===== src/rtl/obstacle_spawner.sv =====
// Obstacle spawner: chooses, places and scrolls one obstacle at a time for the pixel judge,
// freezes on a crash and reports each obstacle that scrolls off the left edge.
module obstacle_spawner #(
  parameter logic [9:0]  SCREEN_W       = 10'd640,
  parameter logic [9:0]  SPAWN_X        = 10'd639,
  parameter logic [9:0]  Y_SMALL        = 10'd330,
  parameter logic [9:0]  Y_BIG          = 10'd300,
  parameter logic [9:0]  Y_BIRD         = 10'd180,
  parameter logic [6:0]  MIN_GAP        = 7'd30,
  parameter logic [3:0]  ANIM_FRAMES    = 4'd8,
  parameter logic [3:0]  BIRD_MIN_SPEED = 4'd4,
  parameter logic [15:0] LFSR_SEED      = 16'hACE1
) (
  input  logic       clk,
  input  logic       rstn,
  input  logic       frame_tick,
  input  logic       game_run,
  input  logic       crash,
  input  logic [3:0] speed,
  output logic [9:0] obstacle_x,
  output logic [9:0] obstacle_y,
  output logic [3:0] obstacle_sel,
  output logic       obstacle_valid,
  output logic       animate_clk,
  output logic       pass_pulse
);

  typedef enum logic [1:0] {
    S_IDLE = 2'd0,
    S_WAIT = 2'd1,
    S_MOVE = 2'd2,
    S_HALT = 2'd3
  } state_t;

  state_t      state_q, state_d;
  logic [9:0]  x_q, x_d;
  logic [9:0]  y_q, y_d;
  logic [3:0]  sel_q, sel_d;
  logic        valid_q, valid_d;
  logic        anim_clk_q, anim_clk_d;
  logic [3:0]  anim_cnt_q, anim_cnt_d;
  logic        pass_q, pass_d;
  logic [6:0]  gap_q, gap_d;
  logic [15:0] lfsr_q;
  logic [9:0]  step_s;
  logic [3:0]  spawn_sel_s;

  function automatic logic [15:0] lfsr_step(input logic [15:0] v);
    return {v[14:0], v[15] ^ v[13] ^ v[12] ^ v[10]};
  endfunction

  // Birds are only fair once the scroll is fast enough; below that they become small cacti.
  function automatic logic [3:0] pick_sel(input logic [2:0] r, input logic [3:0] spd);
    logic [3:0] s;
    case (r)
      3'd2:       s = 4'b0101;
      3'd3:       s = 4'b0110;
      3'd4:       s = 4'b0111;
      3'd6, 3'd7: s = (spd < BIRD_MIN_SPEED) ? 4'b0100 : 4'b1000;
      default:    s = 4'b0100;
    endcase
    return s;
  endfunction

  function automatic logic [9:0] pick_y(input logic [3:0] sel);
    logic [9:0] y;
    case (sel)
      4'b1000:          y = Y_BIRD;
      4'b0101, 4'b0111: y = Y_BIG;
      default:          y = Y_SMALL;
    endcase
    return y;
  endfunction

  assign step_s      = (speed == 4'd0) ? 10'd1 : {6'd0, speed};
  assign spawn_sel_s = pick_sel(lfsr_q[2:0], speed);

  // Next-state and next-output logic; game_run low overrides everything, then crash, then frame_tick.
  always_comb begin
    state_d    = state_q;
    x_d        = x_q;
    y_d        = y_q;
    sel_d      = sel_q;
    valid_d    = valid_q;
    anim_clk_d = anim_clk_q;
    anim_cnt_d = anim_cnt_q;
    pass_d     = 1'b0;
    gap_d      = gap_q;
    if (!game_run) begin
      state_d    = S_IDLE;
      x_d        = SCREEN_W;
      y_d        = 10'd0;
      sel_d      = 4'd0;
      valid_d    = 1'b0;
      anim_clk_d = 1'b0;
      anim_cnt_d = 4'd0;
      gap_d      = MIN_GAP;
    end else begin
      case (state_q)
        S_IDLE: begin
          state_d = S_WAIT;
          gap_d   = MIN_GAP;
        end
        S_WAIT: begin
          if (crash) begin
            state_d = S_HALT;
          end else if (frame_tick) begin
            if (gap_q == 7'd0) begin
              state_d = S_MOVE;
              x_d     = SPAWN_X;
              sel_d   = spawn_sel_s;
              y_d     = pick_y(spawn_sel_s);
              valid_d = 1'b1;
            end else begin
              gap_d = gap_q - 7'd1;
            end
          end else begin
            state_d = S_WAIT;
          end
        end
        S_MOVE: begin
          if (crash) begin
            state_d = S_HALT;
          end else if (frame_tick) begin
            if (anim_cnt_q == ANIM_FRAMES - 4'd1) begin
              anim_clk_d = ~anim_clk_q;
              anim_cnt_d = 4'd0;
            end else begin
              anim_cnt_d = anim_cnt_q + 4'd1;
            end
            // Despawn instead of letting X reach zero or wrap.
            if (x_q > step_s) begin
              x_d = x_q - step_s;
            end else begin
              state_d = S_WAIT;
              x_d     = SCREEN_W;
              sel_d   = 4'd0;
              valid_d = 1'b0;
              pass_d  = 1'b1;
              gap_d   = MIN_GAP + {2'b00, lfsr_q[7:3]};
            end
          end else begin
            state_d = S_MOVE;
          end
        end
        S_HALT: begin
          state_d = S_HALT;
        end
        default: begin
          state_d = S_IDLE;
        end
      endcase
    end
  end

  // State, output and LFSR registers.
  always_ff @(posedge clk or negedge rstn) begin
    if (!rstn) begin
      state_q    <= S_IDLE;
      x_q        <= SCREEN_W;
      y_q        <= 10'd0;
      sel_q      <= 4'd0;
      valid_q    <= 1'b0;
      anim_clk_q <= 1'b0;
      anim_cnt_q <= 4'd0;
      pass_q     <= 1'b0;
      gap_q      <= MIN_GAP;
      lfsr_q     <= LFSR_SEED;
    end else begin
      state_q    <= state_d;
      x_q        <= x_d;
      y_q        <= y_d;
      sel_q      <= sel_d;
      valid_q    <= valid_d;
      anim_clk_q <= anim_clk_d;
      anim_cnt_q <= anim_cnt_d;
      pass_q     <= pass_d;
      gap_q      <= gap_d;
      lfsr_q     <= lfsr_step(lfsr_q);
    end
  end

  assign obstacle_x     = x_q;
  assign obstacle_y     = y_q;
  assign obstacle_sel   = sel_q;
  assign obstacle_valid = valid_q;
  assign animate_clk    = anim_clk_q;
  assign pass_pulse     = pass_q;

endmodule

===== config.mk =====
export PLATFORM = sky130hd
export DESIGN_NAME = obstacle_spawner
export DESIGN_NICKNAME = d
export VERILOG_FILES = /design/src/rtl/obstacle_spawner.sv
export SDC_FILE = /design/constraint.sdc
export NUM_CORES = 1
export LEC_CHECK = 0
export CORE_ASPECT_RATIO = 0.7
export CORE_MARGIN = 3
export CORE_UTILIZATION = 61
export CTS_BUF_LIST = sky130_fd_sc_hd__clkbuf_8
export CTS_CLUSTER_SIZE = 20
export DETAILED_ROUTE_END_ITERATION = 12
export MAX_ROUTING_LAYER = met4
export PLACE_DENSITY = 0.94
export REMOVE_ABC_BUFFERS = 1
export SYNTH_ARGS = -nofsm -noshare
export SYNTH_HDL_FRONTEND = slang
export SYNTH_SLANG_ARGS = --single-unit

===== constraint.sdc =====
create_clock -name clk -period 5.6 [get_ports clk]
set_input_delay 1.12 -clock clk [delete_from_list [all_inputs] [get_ports clk]]
set_output_delay 1.12 -clock clk [all_outputs]
set_load 0.005 [all_outputs]

# ---- Word level (Yosys, flattened, before mapping)
# Cells that the tools add are included.
dict set report op_classes {
  addsub 4
  multipliers 0
  n_div 0
  n_lt_le_gt_ge 2
  eq_ne 29
  n_shift 0
  n_mux 64
  bitwise 4
  reduce_logical 12
}
# cell count
set op_table {}
lappend op_table {{2-to-1 mux 10 bit} 12}
lappend op_table {{2-to-1 mux 4 bit} 14}
lappend op_table {{2-to-1 mux 7 bit} 7}
lappend op_table {{!= test 3 bit, second input constant} 7}
lappend op_table {{case mux 7 bit (3 select lines)} 1}
lappend op_table {{case mux 10 bit (2 select lines)} 1}
lappend op_table {{case mux 9 bit (2 select lines)} 1}
lappend op_table {{2-to-1 mux 1 bit} 17}
lappend op_table {{case mux 4 bit (4 select lines)} 1}
lappend op_table {{2-to-1 mux 2 bit} 7}
lappend op_table {{AND reduction 7 bit} 2}
lappend op_table {{equality test 4 x 3 -> 1 bit, second input constant} 3}
lappend op_table {{> comparator 10 x 4 -> 1 bit} 1}
lappend op_table {{!= test 5 bit, second input constant} 2}
lappend op_table {{subtractor 10 x 4 -> 10 bit} 1}
lappend op_table {{equality test 3 bit, second input constant} 3}
lappend op_table {{!= test 2 x 1 -> 1 bit, second input constant} 4}
lappend op_table {{case mux 2 bit (4 select lines)} 1}
lappend op_table {{case mux 4 bit (2 select lines)} 1}
lappend op_table {{AND reduction 4 bit} 2}
lappend op_table {{zero test 7 bit} 1}
lappend op_table {{subtractor 7 x 1 -> 7 bit, second input constant} 1}
lappend op_table {{adder 5 x 5 -> 6 bit, first input constant} 1}
lappend op_table {{equality test 3 x 2 -> 1 bit, second input constant} 2}
lappend op_table {{17 further kinds} 22}
dict set report totals {
  regBits 56
  latchBits 0
  ramBits 0
  rom_bits 0
  in_bits 9
  output_inout_bits 27
  memories 0
}

# ---- Longest topological paths before layout
dict set report logic_depth {
  ltp_word 11
  ltp_mapped 10
  ltp_nobuf 9
}

# ---- Worst setup path after synthesis
# No wires, ideal clock.
dict set report synth_path {
  path_type {input -> register}
  start {input port speed[2]}
  end {register gap_q[5]}
  setup_ps 125
  arrival_ps 3086
  required_time_ps 5475
  slack_ps 2389
  cell_stages 10
  n_path_buf 1
  cell_sequence {inv_1 -> a31o_2 -> ha_1 -> fa_1 -> nor2b_1 -> o311a_1 -> o211ai_4 -> and2_1 -> buf_6 -> mux2_4}
}
dict set report synth_between {
  elab_chain_len 5
}
# element line_no
set synth_lines {}
lappend synth_lines {{start, declared} 19} ;# input logic [3:0] speed,
lappend synth_lines {{zero test 4 bit} 75} ;# assign step_s = (speed == 4'd0) ? 10'd1 : {6'd0, speed};
lappend synth_lines {{2-to-1 mux 4 bit (*)} 75}
lappend synth_lines {{> comparator 10 x 4 -> 1 bit (*)} 132} ;# if (x_q > step_s) begin
lappend synth_lines {{!= test 3 bit (no line) (*)} -}
lappend synth_lines {{AND reduction 7 bit (no line) (*)} -}
lappend synth_lines {{end signal, assigned} 178} ;# gap_q <= gap_d;
lappend synth_lines {{end, declared} 43} ;# logic [6:0] gap_q, gap_d;
# Every way passes the cells marked *; elsewhere a longest branch is shown, timed or not.
# A chain may end at the register's enable or synchronous reset.

# ---- Final worst setup path
dict set report layout_path {
  start {input port speed[1]}
  end {register gap_q[5]}
}
# Same word-level chain as after synthesis.

==> key figures <==
Logic synthesis
  • Synth Area in Compound Gates: 18.81%
  • EDFF count, synth: 0
  • Syn Inst Count: 267
  • Synth unique cells: 58
  • Mux contribution to synthesized area: 1.288%
  • Ys async rst share: 100.0%
  • Synth warn: 0
  • Synthesized area: 2720 sq um
  • Top post-synthesis cells by area: dfrtp_1, dfstp_2, ha_1, inv_1, a21oi_1
  • Synth top cells by count: dfrtp_1, inv_1, nor2_1
  • Synth Flop Type: dfrtp_1
  • Synth Area in Simple Gates: 17.53%
  • Synthesis-stage register bit count: 50
  • Most frequent cell after synthesis: dfrtp_1
  • Adder-Cell Fraction of Synth Area: 6.256%
  • Post-Synth XOR/XNOR Area: 3.542%
  • Mapped Avg Cell Area: 10.19 sq um
  • Yosys top cell area share: 33.12%
  • Seq/Total Area, Yosys: 46.64%
  • Largest family of logic cells by synthesized area: compound AO/OA/AOI/OAI gates
  • Synth area leader: dfrtp_1

Setup path
  • Crit. End Element: register
  • Worst R2R Start: state_q[1]$_DFFE_PN0P_
  • Slowest cell delay on critical path: 0.51 ns
  • RR Endpoint: gap_q[5]$_DFFE_PN0P_
  • Internal reg-to-reg setup slack: 2.62 ns
  • WP depth: 10
  • Max Fanout on Critical Path: 10
  • R2R cell count: 6
  • Setup CP Type: in2reg
  • Critical path launch point type: primary input
  • Critical Path AT: 3.82 ns
  • CP max stage cell: clkdlybuf4s50_1
  • Bufs and invs on worst path: 2
  • Crit. Startpoint: speed[1]
  • Worst path cell trace: clkdlybuf4s50_1, inv_1, a31o_2, ha_1, fa_1, nor2b_1, o311a_1, o211ai_4, and2_1, mux2_4
  • Top Family by Delay on Critical Path: compound AO/OA/AOI/OAI gates
  • CP required: 5.79 ns

Global routing
  • Largest net degree at the start of global routing: 51
  • First-pass GRT wire length: 10030 um
  • Initial antenna violation count: 0
  • Total gr overflow: 0
  • Vias in the first global route: 2049
  • Gr usage total: 26.04%

Finish
  • Final nets: 317
  • Layout cells sized above 1: 11.82%
  • Fillers: 263
  • Area of the multi-input gates: 1297 sq um
  • Area delta synth->final: 16.05%
  • Ant diodes: 0
  • Register Area: 1269 sq um
  • Final Util: 76.76%

Drt
  • Routed WL: 6164 um
  • DRT Pass-1 Iters: 5
  • Via count: 2180
  • DRT iter0 DRCs: 244
  • Post-route antenna net violation count: 0
  • # DRC: 0
  • Vias per std cell: 6.264
  • Avg WL per Cell: 17.71 um

Die
  • Die span in y: 61.87 um
  • Die width: 85.82 um
  • Initial core utilization: 66.14%
  • Core footprint: 4113 sq um
  • Die area: 5309 sq um
  • Top Ports: 36
  • Row count: 19

Timing
  • Period utilization: 64.69%
  • TNS Setup: 0 ns
  • Slew HR: 40.10%
  • Pins Over Slew Limit: 0
  • Final setup viols: 0
  • Final hold viol count: 0
  • Fmax: 0.2760 GHz
  • Clock Skew: 0.01246 ns
  • Min cycle time layout: 3.623 ns
  • RSZ-0062 raised after global routing: false
  • Tightest Pin Transition: 0.8845 ns

Placement
  • GP Congestion: 0.8609
  • PortBufs: 33
  • Placed wire-length estimate: 4290 um

Clock network
  • Post CTS Setup Buffer Count: 0
  • Worst skew pair latency: 0.31 ns
  • Clock Path Buffers: 2
  • Root Buffer: clkbuf_8
  • Cts hold-fix bufs: 0
  • CTS sink cnt: 50
  • Htree depth: 2
  • Clk pin slew, worst setup/hold paths: 0.09 ns
  • CTS tree: built
  • Num CTS Buffers: 5
  • Resize count post-CTS: 0

Power
  • Cell Pwr Density: 301.4 nW/um^2
  • Logic gate share of total power: 26.7%
  • Static leakage: 1.391 nW
  • Internal: 657.7 uW
  • Sequential fraction of design power: 45.1%
  • Switch share: 30.88%
  • Peak supply drop: 0.2251 mV
  • Clock Power Share: 28.3%
  • P_sw: 293.9 uW

Worst hold path
  • Hold_sp: lfsr_q[9]$_DFF_PN0_
  • Min-delay worst type: reg2reg
  • Hold path cells: 0
  • Worst Hold End: lfsr_q[10]$_DFF_PN1_

Flow run
  • Max-Cap Viols: 0

Status
  • Outcome: completed
## area by class of cell
class | instances | share of cell area [%]
clock buffers | 6 | 2.616
clock inverters | 2 | 1.229
inverters | 19 | 2.259
multi-input cells | 185 | 41.10
flip-flops and latches | 50 | 40.19
well taps | 52 | 2.061
repair buffers | 34 | 10.54
## placed cells by master (no fill, tap or decap), types with 5 or more instances in the layout
master and count:
nand2_1 14, nand2b_1 8, dfstp_2 14, clkbuf_8 6, nand3_1 7, and2_1 5, xnor2_1 7, inv_1 19
ha_1 12, a21oi_1 14, nor2_1 15, clkdlybuf4s50_1 32, nor3_1 7, o21ai_0 13, nor2b_1 6, dfrtp_1 36
## through the flow
| step | hold slack (ns) | worst slack (ns) | total power [mW] | cell area (sq um) | std cells |
|---|---|---|---|---|---|
| after floorplan | 0.3312 | 2.423 | 0.5863 | 2638 | 254 |
| after global placement | 0.3362 | 1.789 | 0.6686 | 3035 | 340 |
| after detailed placement | 0.3384 | 1.720 | 0.6805 | 3035 | 340 |
| after CTS | 0.3647 | 2.029 | 0.9529 | 3157 | 348 |
| after global routing | 0.3771 | 1.886 | 1.004 | 3157 | 348 |
| final | 0.3588 | 1.977 | 0.9515 | 3157 | 348 |
## how the worst max path moves through the flow
stage	end	slack, ns
floorplan	gap_q[5]$_DFFE_PN0P_	2.42
global placement	gap_q[5]$_DFFE_PN0P_	1.79
detailed placement	gap_q[5]$_DFFE_PN0P_	1.72
CTS	gap_q[5]$_DFFE_PN0P_	2.03
global route	gap_q[5]$_DFFE_PN0P_	1.89
finish	gap_q[5]$_DFFE_PN0P_	1.98
## state kept, by name (all words and copies together), names as in the netlist
register and cells:
anim_cnt_q 4, animate_clk 1, gap_q 7, lfsr_q 16
obstacle_sel 4, obstacle_valid 1, obstacle_x 10, obstacle_y 4
pass_pulse 1, state_q 2
## layer usage
metal | wire, um | global-route usage [%]
met4 | 121 | 9.481
met5 | 0 | -
met1 | 2891 | 34.92
met2 | 2750 | 39.60
met3 | 400 | 5.797
## cells by family after synthesis
family,after synthesis
and+or+nand+nor,85
AOI/OAI and AO/OA,71
DFF,50
buffers and inverters,33
adders and majority gates,13
xor gates and xnor gates,11
muxes,3
other,1
## power by group through the flow
stage	combinational, mW	clock, mW	sequential [mW]
floorplan	0.157	0	0.429
global placement	0.235	0	0.433
detailed placement	0.247	0	0.434
CTS	0.250	0.275	0.428
global route	0.281	0.291	0.432
finish	0.254	0.269	0.429
No activity file was read; power rests on OpenSTA's default activity.
